`src/rtl/uart_word_rx.sv`:
```
// uart_word_rx: 8N1 UART receiver that reports each byte and pairs
// consecutive bytes into 16-bit words, low byte first.
// Optional build macro UART_WORD_TIMEOUT_EN: drop a pending low byte after
// TIMEOUT_SYMS idle symbol periods so the host can resynchronise.
module uart_word_rx #(
  parameter int SCW          = 16,
  parameter int sym_cnt      = 40000,
  parameter int TIMEOUT_SYMS = 20
) (
  input  logic        clk,
  input  logic        rst,
  input  logic        rx_serial,
  output logic [7:0]  rx_dat,
  output logic        rx_stb,
  output logic [15:0] word_dat,
  output logic        word_stb,
  output logic        frame_err,
  output logic        rx_busy
);

  typedef enum logic [2:0] {
    ST_IDLE  = 3'd0,
    ST_START = 3'd1,
    ST_DATA  = 3'd2,
    ST_STOP  = 3'd3,
    ST_BREAK = 3'd4
  } state_t;

  localparam logic [SCW-1:0] CNT_ZERO    = SCW'(32'sd0);
  localparam logic [SCW-1:0] CNT_ONE     = SCW'(32'sd1);
  localparam logic [SCW-1:0] SYM_RELOAD  = SCW'(sym_cnt - 32'sd1);
  localparam logic [SCW-1:0] HALF_RELOAD = SCW'(sym_cnt / 32'sd2 - 32'sd1);

  logic           sync1_r;
  logic           rxs_r;
  state_t         state_r, state_s;
  logic [SCW-1:0] cnt_r, cnt_s;
  logic [2:0]     bit_r, bit_s;
  logic [7:0]     shreg_r, shreg_s;
  logic           byte_done_s;
  logic           ferr_s;
  logic           half_r;
  logic [7:0]     lo_r;
  logic           tmo_hit_s;

  // Two-flop synchroniser for the asynchronous line; idles high.
  always_ff @(posedge clk or posedge rst) begin
    if (rst) begin
      sync1_r <= 1'b1;
      rxs_r   <= 1'b1;
    end else begin
      sync1_r <= rx_serial;
      rxs_r   <= sync1_r;
    end
  end

  // FSM state, symbol counter, bit index and shift register.
  always_ff @(posedge clk or posedge rst) begin
    if (rst) begin
      state_r <= ST_IDLE;
      cnt_r   <= CNT_ZERO;
      bit_r   <= 3'd0;
      shreg_r <= 8'd0;
    end else begin
      state_r <= state_s;
      cnt_r   <= cnt_s;
      bit_r   <= bit_s;
      shreg_r <= shreg_s;
    end
  end

  // Next-state logic: mid-symbol sampling of start, data and stop bits.
  always_comb begin
    state_s     = state_r;
    cnt_s       = cnt_r;
    bit_s       = bit_r;
    shreg_s     = shreg_r;
    byte_done_s = 1'b0;
    ferr_s      = 1'b0;
    case (state_r)
      ST_IDLE: begin
        if (!rxs_r) begin
          state_s = ST_START;
          cnt_s   = HALF_RELOAD;
        end else begin
          state_s = ST_IDLE;
        end
      end
      ST_START: begin
        if (cnt_r == CNT_ZERO) begin
          if (!rxs_r) begin
            state_s = ST_DATA;
            cnt_s   = SYM_RELOAD;
            bit_s   = 3'd0;
          end else begin
            // Line went back high before mid start bit: a glitch.
            state_s = ST_IDLE;
          end
        end else begin
          cnt_s = cnt_r - CNT_ONE;
        end
      end
      ST_DATA: begin
        if (cnt_r == CNT_ZERO) begin
          shreg_s = {rxs_r, shreg_r[7:1]};
          cnt_s   = SYM_RELOAD;
          if (bit_r == 3'd7) begin
            state_s = ST_STOP;
          end else begin
            bit_s = bit_r + 3'd1;
          end
        end else begin
          cnt_s = cnt_r - CNT_ONE;
        end
      end
      ST_STOP: begin
        if (cnt_r == CNT_ZERO) begin
          if (rxs_r) begin
            byte_done_s = 1'b1;
            state_s     = ST_IDLE;
          end else begin
            ferr_s  = 1'b1;
            state_s = ST_BREAK;
          end
        end else begin
          cnt_s = cnt_r - CNT_ONE;
        end
      end
      ST_BREAK: begin
        // A held-low line must return high before a new start is accepted.
        if (rxs_r) begin
          state_s = ST_IDLE;
        end else begin
          state_s = ST_BREAK;
        end
      end
      default: begin
        state_s = ST_IDLE;
      end
    endcase
  end

`ifdef UART_WORD_TIMEOUT_EN
  localparam int TSW = $clog2(TIMEOUT_SYMS + 32'sd1);
  localparam logic [TSW-1:0] TSYM_ZERO = TSW'(32'sd0);
  localparam logic [TSW-1:0] TSYM_ONE  = TSW'(32'sd1);
  localparam logic [TSW-1:0] TSYM_LAST = TSW'(TIMEOUT_SYMS - 32'sd1);

  logic [SCW-1:0] tmo_clk_r;
  logic [TSW-1:0] tmo_sym_r;
  logic           tmo_run_s;

  assign tmo_run_s = half_r && (state_r == ST_IDLE);
  assign tmo_hit_s = tmo_run_s && (tmo_clk_r == SYM_RELOAD) && (tmo_sym_r == TSYM_LAST);

  // Idle-time counter in symbol periods while a low byte is pending.
  always_ff @(posedge clk or posedge rst) begin
    if (rst) begin
      tmo_clk_r <= CNT_ZERO;
      tmo_sym_r <= TSYM_ZERO;
    end else if (!tmo_run_s || tmo_hit_s) begin
      tmo_clk_r <= CNT_ZERO;
      tmo_sym_r <= TSYM_ZERO;
    end else if (tmo_clk_r == SYM_RELOAD) begin
      tmo_clk_r <= CNT_ZERO;
      tmo_sym_r <= tmo_sym_r + TSYM_ONE;
    end else begin
      tmo_clk_r <= tmo_clk_r + CNT_ONE;
    end
  end
`else
  // Without the timer the pairing never expires; TIMEOUT_SYMS is positive,
  // so this is constantly false.
  assign tmo_hit_s = (TIMEOUT_SYMS < 32'sd0);
`endif

  // Registered outputs and low/high byte pairing.
  always_ff @(posedge clk or posedge rst) begin
    if (rst) begin
      rx_dat    <= 8'd0;
      rx_stb    <= 1'b0;
      word_dat  <= 16'd0;
      word_stb  <= 1'b0;
      frame_err <= 1'b0;
      rx_busy   <= 1'b0;
      half_r    <= 1'b0;
      lo_r      <= 8'd0;
    end else begin
      rx_stb    <= byte_done_s;
      word_stb  <= byte_done_s && half_r;
      frame_err <= ferr_s;
      rx_busy   <= (state_s != ST_IDLE);
      if (byte_done_s) begin
        rx_dat <= shreg_r;
        if (half_r) begin
          word_dat <= {shreg_r, lo_r};
          half_r   <= 1'b0;
        end else begin
          lo_r   <= shreg_r;
          half_r <= 1'b1;
        end
      end else if (ferr_s || tmo_hit_s) begin
        half_r <= 1'b0;
      end
    end
  end

endmodule

```
`config.mk`:
```
export PLATFORM = sky130hd
export DESIGN_NAME = uart_word_rx
export DESIGN_NICKNAME = d
export VERILOG_FILES = /design/src/rtl/uart_word_rx.sv
export SDC_FILE = /design/constraint.sdc
export NUM_CORES = 1
export LEC_CHECK = 0
export CORE_UTILIZATION = 60
export DETAILED_ROUTE_END_ITERATION = 8
export PLACE_DENSITY = 0.83
export SLEW_MARGIN = 10
export SYNTH_ARGS = -nofsm -noshare
export SYNTH_HDL_FRONTEND = slang
export SYNTH_SLANG_ARGS = --single-unit
```
`constraint.sdc`:
```
create_clock -name clk -period 5.7 [get_ports clk]
set_clock_uncertainty 0.1 [all_clocks]
set_input_delay 0.57 -clock clk [delete_from_list [all_inputs] [get_ports clk]]
set_output_delay 0.57 -clock clk [all_outputs]
set_load 0.02 [all_outputs]
```
==> metrics.md, run 1 <==
| Metric | Value |
|---|---|
| Outcome | complete, no violations |
| Worst EP arrival | 2.99 ns |
| Worst setup SP type | flip-flop |
| Seq/Total Area, Yosys | 54.9% |
| Worst hold stages | 0 |
| Vias/cell | 5.92 |
| Flop pwr share | 57.7% |
| RSZ-0062 raised after global routing | false |
| CTS tree | done |
| Grt total ovfl | 0 |
| Root buffer cell | clkbuf_8 |
| Syn_nets | 267 |
| CORE AREA | 5070 um^2 |
| Worst hold margin | 0.260 ns |
| Post-cts hold buffer count | 0 |
| Initial DRC count | 245 |
| WL final | 6.14 mm |
| Mapped Avg Cell Area | 12.1 um^2 |
| Final setup vio count | 0 |
| Max frequency | 351 MHz |
| Fill cell instance count of the final layout | 360 |
| Total CTS buffers | 9 |
| Vias in the first global route | 2094 |
| Internal power | 0.651 mW |
| Cell variety after synth | 56 |
| Clock power frac | 40.8% |
| Design area | 3660 um^2 |
| Io pins | 31 |
| Slew Limit Headroom | 42.7% |
| Top post-synthesis cells by area | dfrtp_1 (53%), mux2_2 (16%), nor2_1 (2.0%) |
| CP cell instances | nor3_2 > nand4b_1 > or2_1 > nor3_4 > mux2_2 |
| Pleak | 1.66 nW |
| Gate power share | 1.5% |
| Clk buf depth | 2 |
| GRT Total Usage | 24.6% |
| Yosys reg bits | 69 |
| Minimum clock period | 2.85 ns |
| Wire length per cell | 16.7 um |
| Crit-path max cell delay | 0.55 ns |
| Largest net degree at the start of global routing | 70 |
| Ys async rst share | 100% |
| Share of cells above drive strength 1 | 24.6% |
| Initial antenna violation count | 0 |
| Hold Fails Final Rpt | 0 |
| Most common flop cell mapped by yosys | dfrtp_1 |
| Min-Delay Endpoint | rxs_r$_DFF_PP1_ |
| Max IR drop VDD | 170 uV |
| H-Tree Depth | 3 |
| R2R Setup Slk | 2.85 ns |
| # diodes | 0 |
| Total number of vias | 2172 |
| CP Capture Type | flip-flop |
| Total Power | 0.853 mW |
| Clk_lat worst skew | 0.34 ns |
| Post-DRT Antenna Nets | 0 |
| Min-delay worst type | flip-flop to flip-flop |
| Initial Utilization | 62.1% |
| Post-CTS Setup Repair Bufs | 0 |
| Placed Area | 3490 um^2 |
| CTS sink cnt | 69 |
| Synth Instances | 260 |
| Most common library cells after synthesis | dfrtp_1 (67), mux2_2 (44), nor2_1 (17) |
| Top cell type's share of synthesized area | 53.2% |
| Synthesis Warnings | 0 |
| Netlist Area Pre-Place | 3150 um^2 |
| # DRC | 0 |
| Pwr/cell area | 233 nW/um^2 |
| Area leader, netlist | dfrtp_1 |
| Port bufs | 30 |
| Max-Cap Viols | 0 |
| R2R depth | 5 |
| Die ar. | 5540 um^2 |
| Max Transition Viols Final | 0 |
| WP data required | 5.84 ns |
| Sw Share | 23.6% |
| Placed wire-length estimate | 4.09 mm |
| P&R area growth vs syn | 16.3% |
| Routability-driven placement congestion ratio | 0.852 |
| Setup WS pre-CTS | 2.90 ns |
| Global-route wire length before repair | 9.99 mm |
| Die height | 74.5 um |
| Top-count cell post-synth | dfrtp_1 |
| Net Switching | 0.202 mW |
| CP max-delay cell | or2_1 |
| Post-route setup TNS | 0 ns |
| Worst r2r src | cnt_r[6]$_DFFE_PP0P_ |
| Setup CP Type | flip-flop to flip-flop |
| Least-Margin Pin Slew | 0.848 ns |
| Period utilization | 50.0% |
| Worst r2r dst | lo_r[3]$_DFFE_PP0P_ |
| Post-synth EDFFs | 0 |
| Post-CTS Resized | 0 |
| Hold Startpoint | sync1_r$_DFF_PP1_ |
| Worst-path clk slew | 0.08 ns |
| Row count | 26 |
| Worst setup margin | 2.85 ns |
| CP max FO | 12 |
| Die W | 74.5 um |
| Drt first pass iters | 4 |
| # nets final | 299 |
## per-stage QoR
stage               util [%]  cells
floorplan                  -    260
global placement        68.8    351
detailed placement      68.8    351
CTS                     72.2    367
global route            72.2    367
finish                  72.2    367
## kinds of logic (layout without fill, tap and decap cells)
logic type / after synthesis / after routing / share of synthesized area (%)
AND/OR/NAND/NOR: 77 / 77 / 14.3
adder cells (fa/ha/maj): 4 / 4 / 1.59
XOR/XNOR: 2 / 2 / 0.556
flip-flops: 69 / 69 / 54.9
buffers and inverters: 15 / 52 / 2.38
AO/OA/AOI/OAI: 48 / 48 / 10.3
multiplexers: 45 / 45 / 16.0
## state kept, by name, indices dropped and copies added, names as in the netlist
| name | count |
|---|---|
| bit_r | 3 |
| cnt_r | 16 |
| frame_err | 1 |
| half_r | 1 |
| lo_r | 8 |
| rx_busy | 1 |
| rx_dat | 8 |
| rx_stb | 1 |
| rxs_r | 1 |
| shreg_r | 8 |
| state_r | 3 |
| sync1_r | 1 |
| word_dat | 16 |
| word_stb | 1 |
## worst max-delay path, delay by kind of cell, from the launching register on
| kind | cells | cell delay [ns] |
|---|---|---|
| flops | 1 | 0.44 |
| mux | 1 | 0.41 |
| simple gates | 4 | 1.78 |
## power by group through the flow
stage                     clock network [mW]  registers, mW  logic, mW
after global routing                   0.374          0.492     0.0156
after floorplan                            0          0.500    0.00963
after global placement                     0          0.501     0.0135
after CTS                              0.357          0.492     0.0136
final                                  0.348          0.492     0.0130
after detailed placement                   0          0.501     0.0136
## routing by layer
metal	vias to the layer above	share of wire, %	wire length [um]	GRT usage, %
li1	1022	-	-	-
met4	0	2.5	151	12.8
met2	74	45	2790	36.4
met1	1062	47	2870	35.3
met5	-	0	0	0
met3	14	5.3	326	3.66
## layout make-up
cell class,instances,area (um^2),share of cell area (%)
clock buffer,9,124,3.38
clock inverter,7,50.0,1.37
inverter,5,18.8,0.512
multi-input combinational,176,1350,36.7
sequential,69,1730,47.2
tap,70,87.6,2.39
timing repair buffer,31,308,8.40
## worst max-delay path by stage
stage	from	to	slack (ns)
2_1_floorplan	rst	bit_r[0]$_DFFE_PP0P_	3.29
3_3_place_gp	cnt_r[6]$_DFFE_PP0P_	lo_r[7]$_DFFE_PP0P_	3.00
3_5_place_dp	cnt_r[6]$_DFFE_PP0P_	lo_r[0]$_DFFE_PP0P_	2.90
4_1_cts	cnt_r[6]$_DFFE_PP0P_	lo_r[3]$_DFFE_PP0P_	2.89
5_1_grt	cnt_r[6]$_DFFE_PP0P_	lo_r[5]$_DFFE_PP0P_	2.67
6_report	cnt_r[6]$_DFFE_PP0P_	lo_r[3]$_DFFE_PP0P_	2.85
## cell usage in the layout, fill, tap and decap left out, types with 2 or more instances in the layout
master and count:
nand2b_1 2, or3_1 2, a211o_1 2, xnor2_1 2, o21ai_0 11, and3_1 2
nor4_1 5, nor3_4 3, o41ai_1 2, nand2_1 15, clkbuf_8 9, and2_1 2
ha_1 4, nand3_1 7, a311oi_1 2, clkinvlp_4 3, nor2_1 17, dfrtp_1 67
mux2_2 44, a211oi_1 2, a31oi_1 2, clkdlybuf4s50_1 30, o31ai_1 2, dfstp_2 2
nor3_1 4, o31a_1 2, clkinv_2 2, inv_1 4, a21oi_1 10, or4_1 4
nor3_2 2, a21o_1 2, nand4_1 2
No activity file was read; power rests on OpenSTA's default activity.
==> run 2, diff against run 1 <==
- CORE_UTILIZATION: 60 -> 56
- PLACE_DENSITY: 0.83 -> 0.78
- clock period: 5.7 -> 2.7 ns (I/O delays scaled with it)
==> run 2 against run 1 <==
  * Power increased by 120%
  * Die area increased by 7.0%
  * Critical path depth unchanged
  * Cell count increased by 2.7%
  * Hold slack got worse by 0.022 ns
  * Clock power increased by 140%
  * Final area increased by 3.3%
  * First-iteration DRC count decreased by 36%
  * Sequential share of layout area decreased by 1.5 points
  * Global-route usage decreased by 1.7 points
  * Register-to-register slack got worse by 2.7 ns
  * Flip-flop and latch count unchanged
  * Critical endpoint is now lo_r[6]$_DFFE_PP0P_
  * Largest power group unchanged
  * Highest routed layer unchanged
==> metrics.md, run 2 (synthesis gave the netlist of run 1 again) <==
| Metric | Value |
|---|---|
| Outcome | complete, no violations |
| Io pins | 31 (unchanged) |
| # DRC | 0 (unchanged) |
| CTS sink cnt | 69 (unchanged) |
| Most common cell after layout, fill and taps aside | dfrtp_1 |
| Grt total ovfl | 0 (unchanged) |
| Hold Fails Final Rpt | 0 (unchanged) |
| Largest net degree at the start of global routing | 70 (unchanged) |
| Drt first pass iters | 4 (unchanged) |
| Worst EP arrival | 2.65 ns (-0.34 ns) |
| Total CTS buffers | 9 (unchanged) |
| Max frequency | 394 MHz (+12%) |
| Initial DRC count | 158 (-36%) |
| Max Transition Viols Final | 0 (unchanged) |
| Setup WS pre-CTS | 0.207 ns (-2.69 ns) |
| Post-cts hold buffer count | 0 (unchanged) |
| Total number of vias | 2241 (+3.2%) |
| Least-Margin Pin Slew | 0.570 ns (-0.278 ns) |
| Worst-path clk slew | 0.07 ns (about the same) |
| Initial antenna violation count | 0 (unchanged) |
| Worst setup SP type | flip-flop |
| Clk buf depth | 2 (unchanged) |
| Pwr/cell area | 503 nW/um^2 (+120%) |
| Die W | 77.0 um (+3.4%) |
| Die ar. | 5930 um^2 (+7.0%) |
| Max-Cap Viols | 0 (unchanged) |
| WP data required | 2.81 ns (-3.03 ns) |
| WL final | 6.29 mm (+2.5%) |
| # nets final | 310 (+3.7%) |
| H-Tree Depth | 3 (unchanged) |
| Internal power | 1.51 mW (+130%) |
| Sw Share | 20.6% (-3.1 points) |
| Final setup vio count | 0 (unchanged) |
| Total Power | 1.90 mW (+120%) |
| Pleak | 1.74 nW (+4.8%) |
| Die height | 77.0 um (+3.4%) |
| Global-route wire length before repair | 10.5 mm (+4.9%) |
| Post-CTS Resized | 0 (unchanged) |
| Wire length per cell | 16.7 um (-0.26%) |
| Period utilization | 94.0% (+44 points) |
| Clock power frac | 43.8% (+3.0 points) |
| Row count | 26 (unchanged) |
| Post-route setup TNS | 0 ns (unchanged) |
| P&R area growth vs syn | 20.1% |
| CP max FO | 10 (-2) |
| Net Switching | 0.392 mW (+94%) |
| Vias/cell | 5.94 (+0.44%) |
| Minimum clock period | 2.54 ns (-0.314 ns) |
| Post-DRT Antenna Nets | 0 (unchanged) |
| Setup CP Type | flip-flop to flip-flop |
| Final core utilization | 71.8% (-0.39 points) |
| RSZ-0062 raised after global routing | false |
| Initial Utilization | 59.8% (-2.3 points) |
| Root buffer cell | clkbuf_8 |
| Worst setup margin | 0.163 ns (-2.69 ns) |
| CTS tree | done |
| Gate power share | 1.6% (about the same) |
| Vias in the first global route | 2208 (+5.4%) |
| Slew Limit Headroom | 61.6% (+19 points) |
| Routability-driven placement congestion ratio | 0.847 (-0.61%) |
| Placed wire-length estimate | 4.26 mm (+4.2%) |
| Regs by FF count | cnt_r: 16 flops, word_dat: 16 flops |
| CP Capture Type | flip-flop |
| Post-CTS Setup Repair Bufs | 0 (unchanged) |
| Max IR drop VDD | 373 uV (+120%) |
| Port bufs | 30 (unchanged) |
| GRT Total Usage | 22.9% (-1.7 points) |
| Min-delay worst type | primary input to flip-flop |
| Clk_lat worst skew | 0.33 ns (about the same) |
| Most frequent cells in the layout | dfrtp_1 (67), mux2_2 (44), clkdlybuf4s50_1 (30) |
| Share of cells above drive strength 1 | 27.0% (+2.5 points) |
| CORE AREA | 5270 um^2 (+3.8%) |
| # diodes | 0 (unchanged) |
| Flop pwr share | 54.6% (-3.1 points) |
[run 2: cell count changes in the layout (fill, tap and decap cells not counted)]
cell	delta
clkbuf_8	+2
clkinv_4	-1
bufinv_16	+1
clkinvlp_4	-2
buf_4	+10
inv_6	-1
buf_12	+1
[run 2: worst max-delay path, stage by stage (launching register included)]
cell and delay [ns]:
dfrtp_1 0.46, nor4_2 0.37, nand2_2 0.22, or2_1 0.43, nor3_4 0.44, mux2_2 0.40
[run 2: metal layers]
metal,part of all wire [%],global-route usage (%)
met1,45,31.4
met2,49,35.8
met3,5.0,6.19
met4,0.59,6.79
met5,0,0
[run 2: area by class of cell]
cell class                      instances  area, um^2
Sequential cell                        69        1730
Clock buffer                           11         151
Multi-Input combinational cell        176        1350
Tap cell                               70        87.6
Inverter                                5        18.8
Clock inverter                          4        47.5
Timing Repair Buffer                   42         403
Fill cell                             367        1490
[run 2: stage by stage]
step                      hold slack (ns)  cells  instance area, um^2
after floorplan                     0.174    260                 3150
after global placement              0.246    362                 3580
after detailed placement            0.253    362                 3580
after CTS                           0.224    377                 3780
after global routing                0.234    377                 3780
final                               0.238    377                 3780
[run 2: power groups by stage]
| stage | clock, mW | combinational [mW] | sequential, mW |
|---|---|---|---|
| after floorplan | 0 | 0.0203 | 1.06 |
| after global placement | 0 | 0.0314 | 1.06 |
| after detailed placement | 0 | 0.0316 | 1.06 |
| after CTS | 0.858 | 0.0319 | 1.04 |
| after global routing | 0.885 | 0.0356 | 1.04 |
| final | 0.835 | 0.0303 | 1.04 |
[run 2: final timing paths]
path                                      start                       to  slack (ns)  cells past startpoint
setup / recovery           cnt_r[2]$_DFFE_PP0P_      lo_r[6]$_DFFE_PP0P_        0.16                      5
hold / removal                        rx_serial        sync1_r$_DFF_PP1_        0.24                      1
setup reg to reg           cnt_r[2]$_DFFE_PP0P_      lo_r[6]$_DFFE_PP0P_        0.16                      5
hold reg to reg               sync1_r$_DFF_PP1_          rxs_r$_DFF_PP1_        0.26                      0
max in group asynchronous                   rst          rxs_r$_DFF_PP1_        1.92                      3
min in group asynchronous                   rst  word_dat[6]$_DFFE_PP0P_        0.25                      3
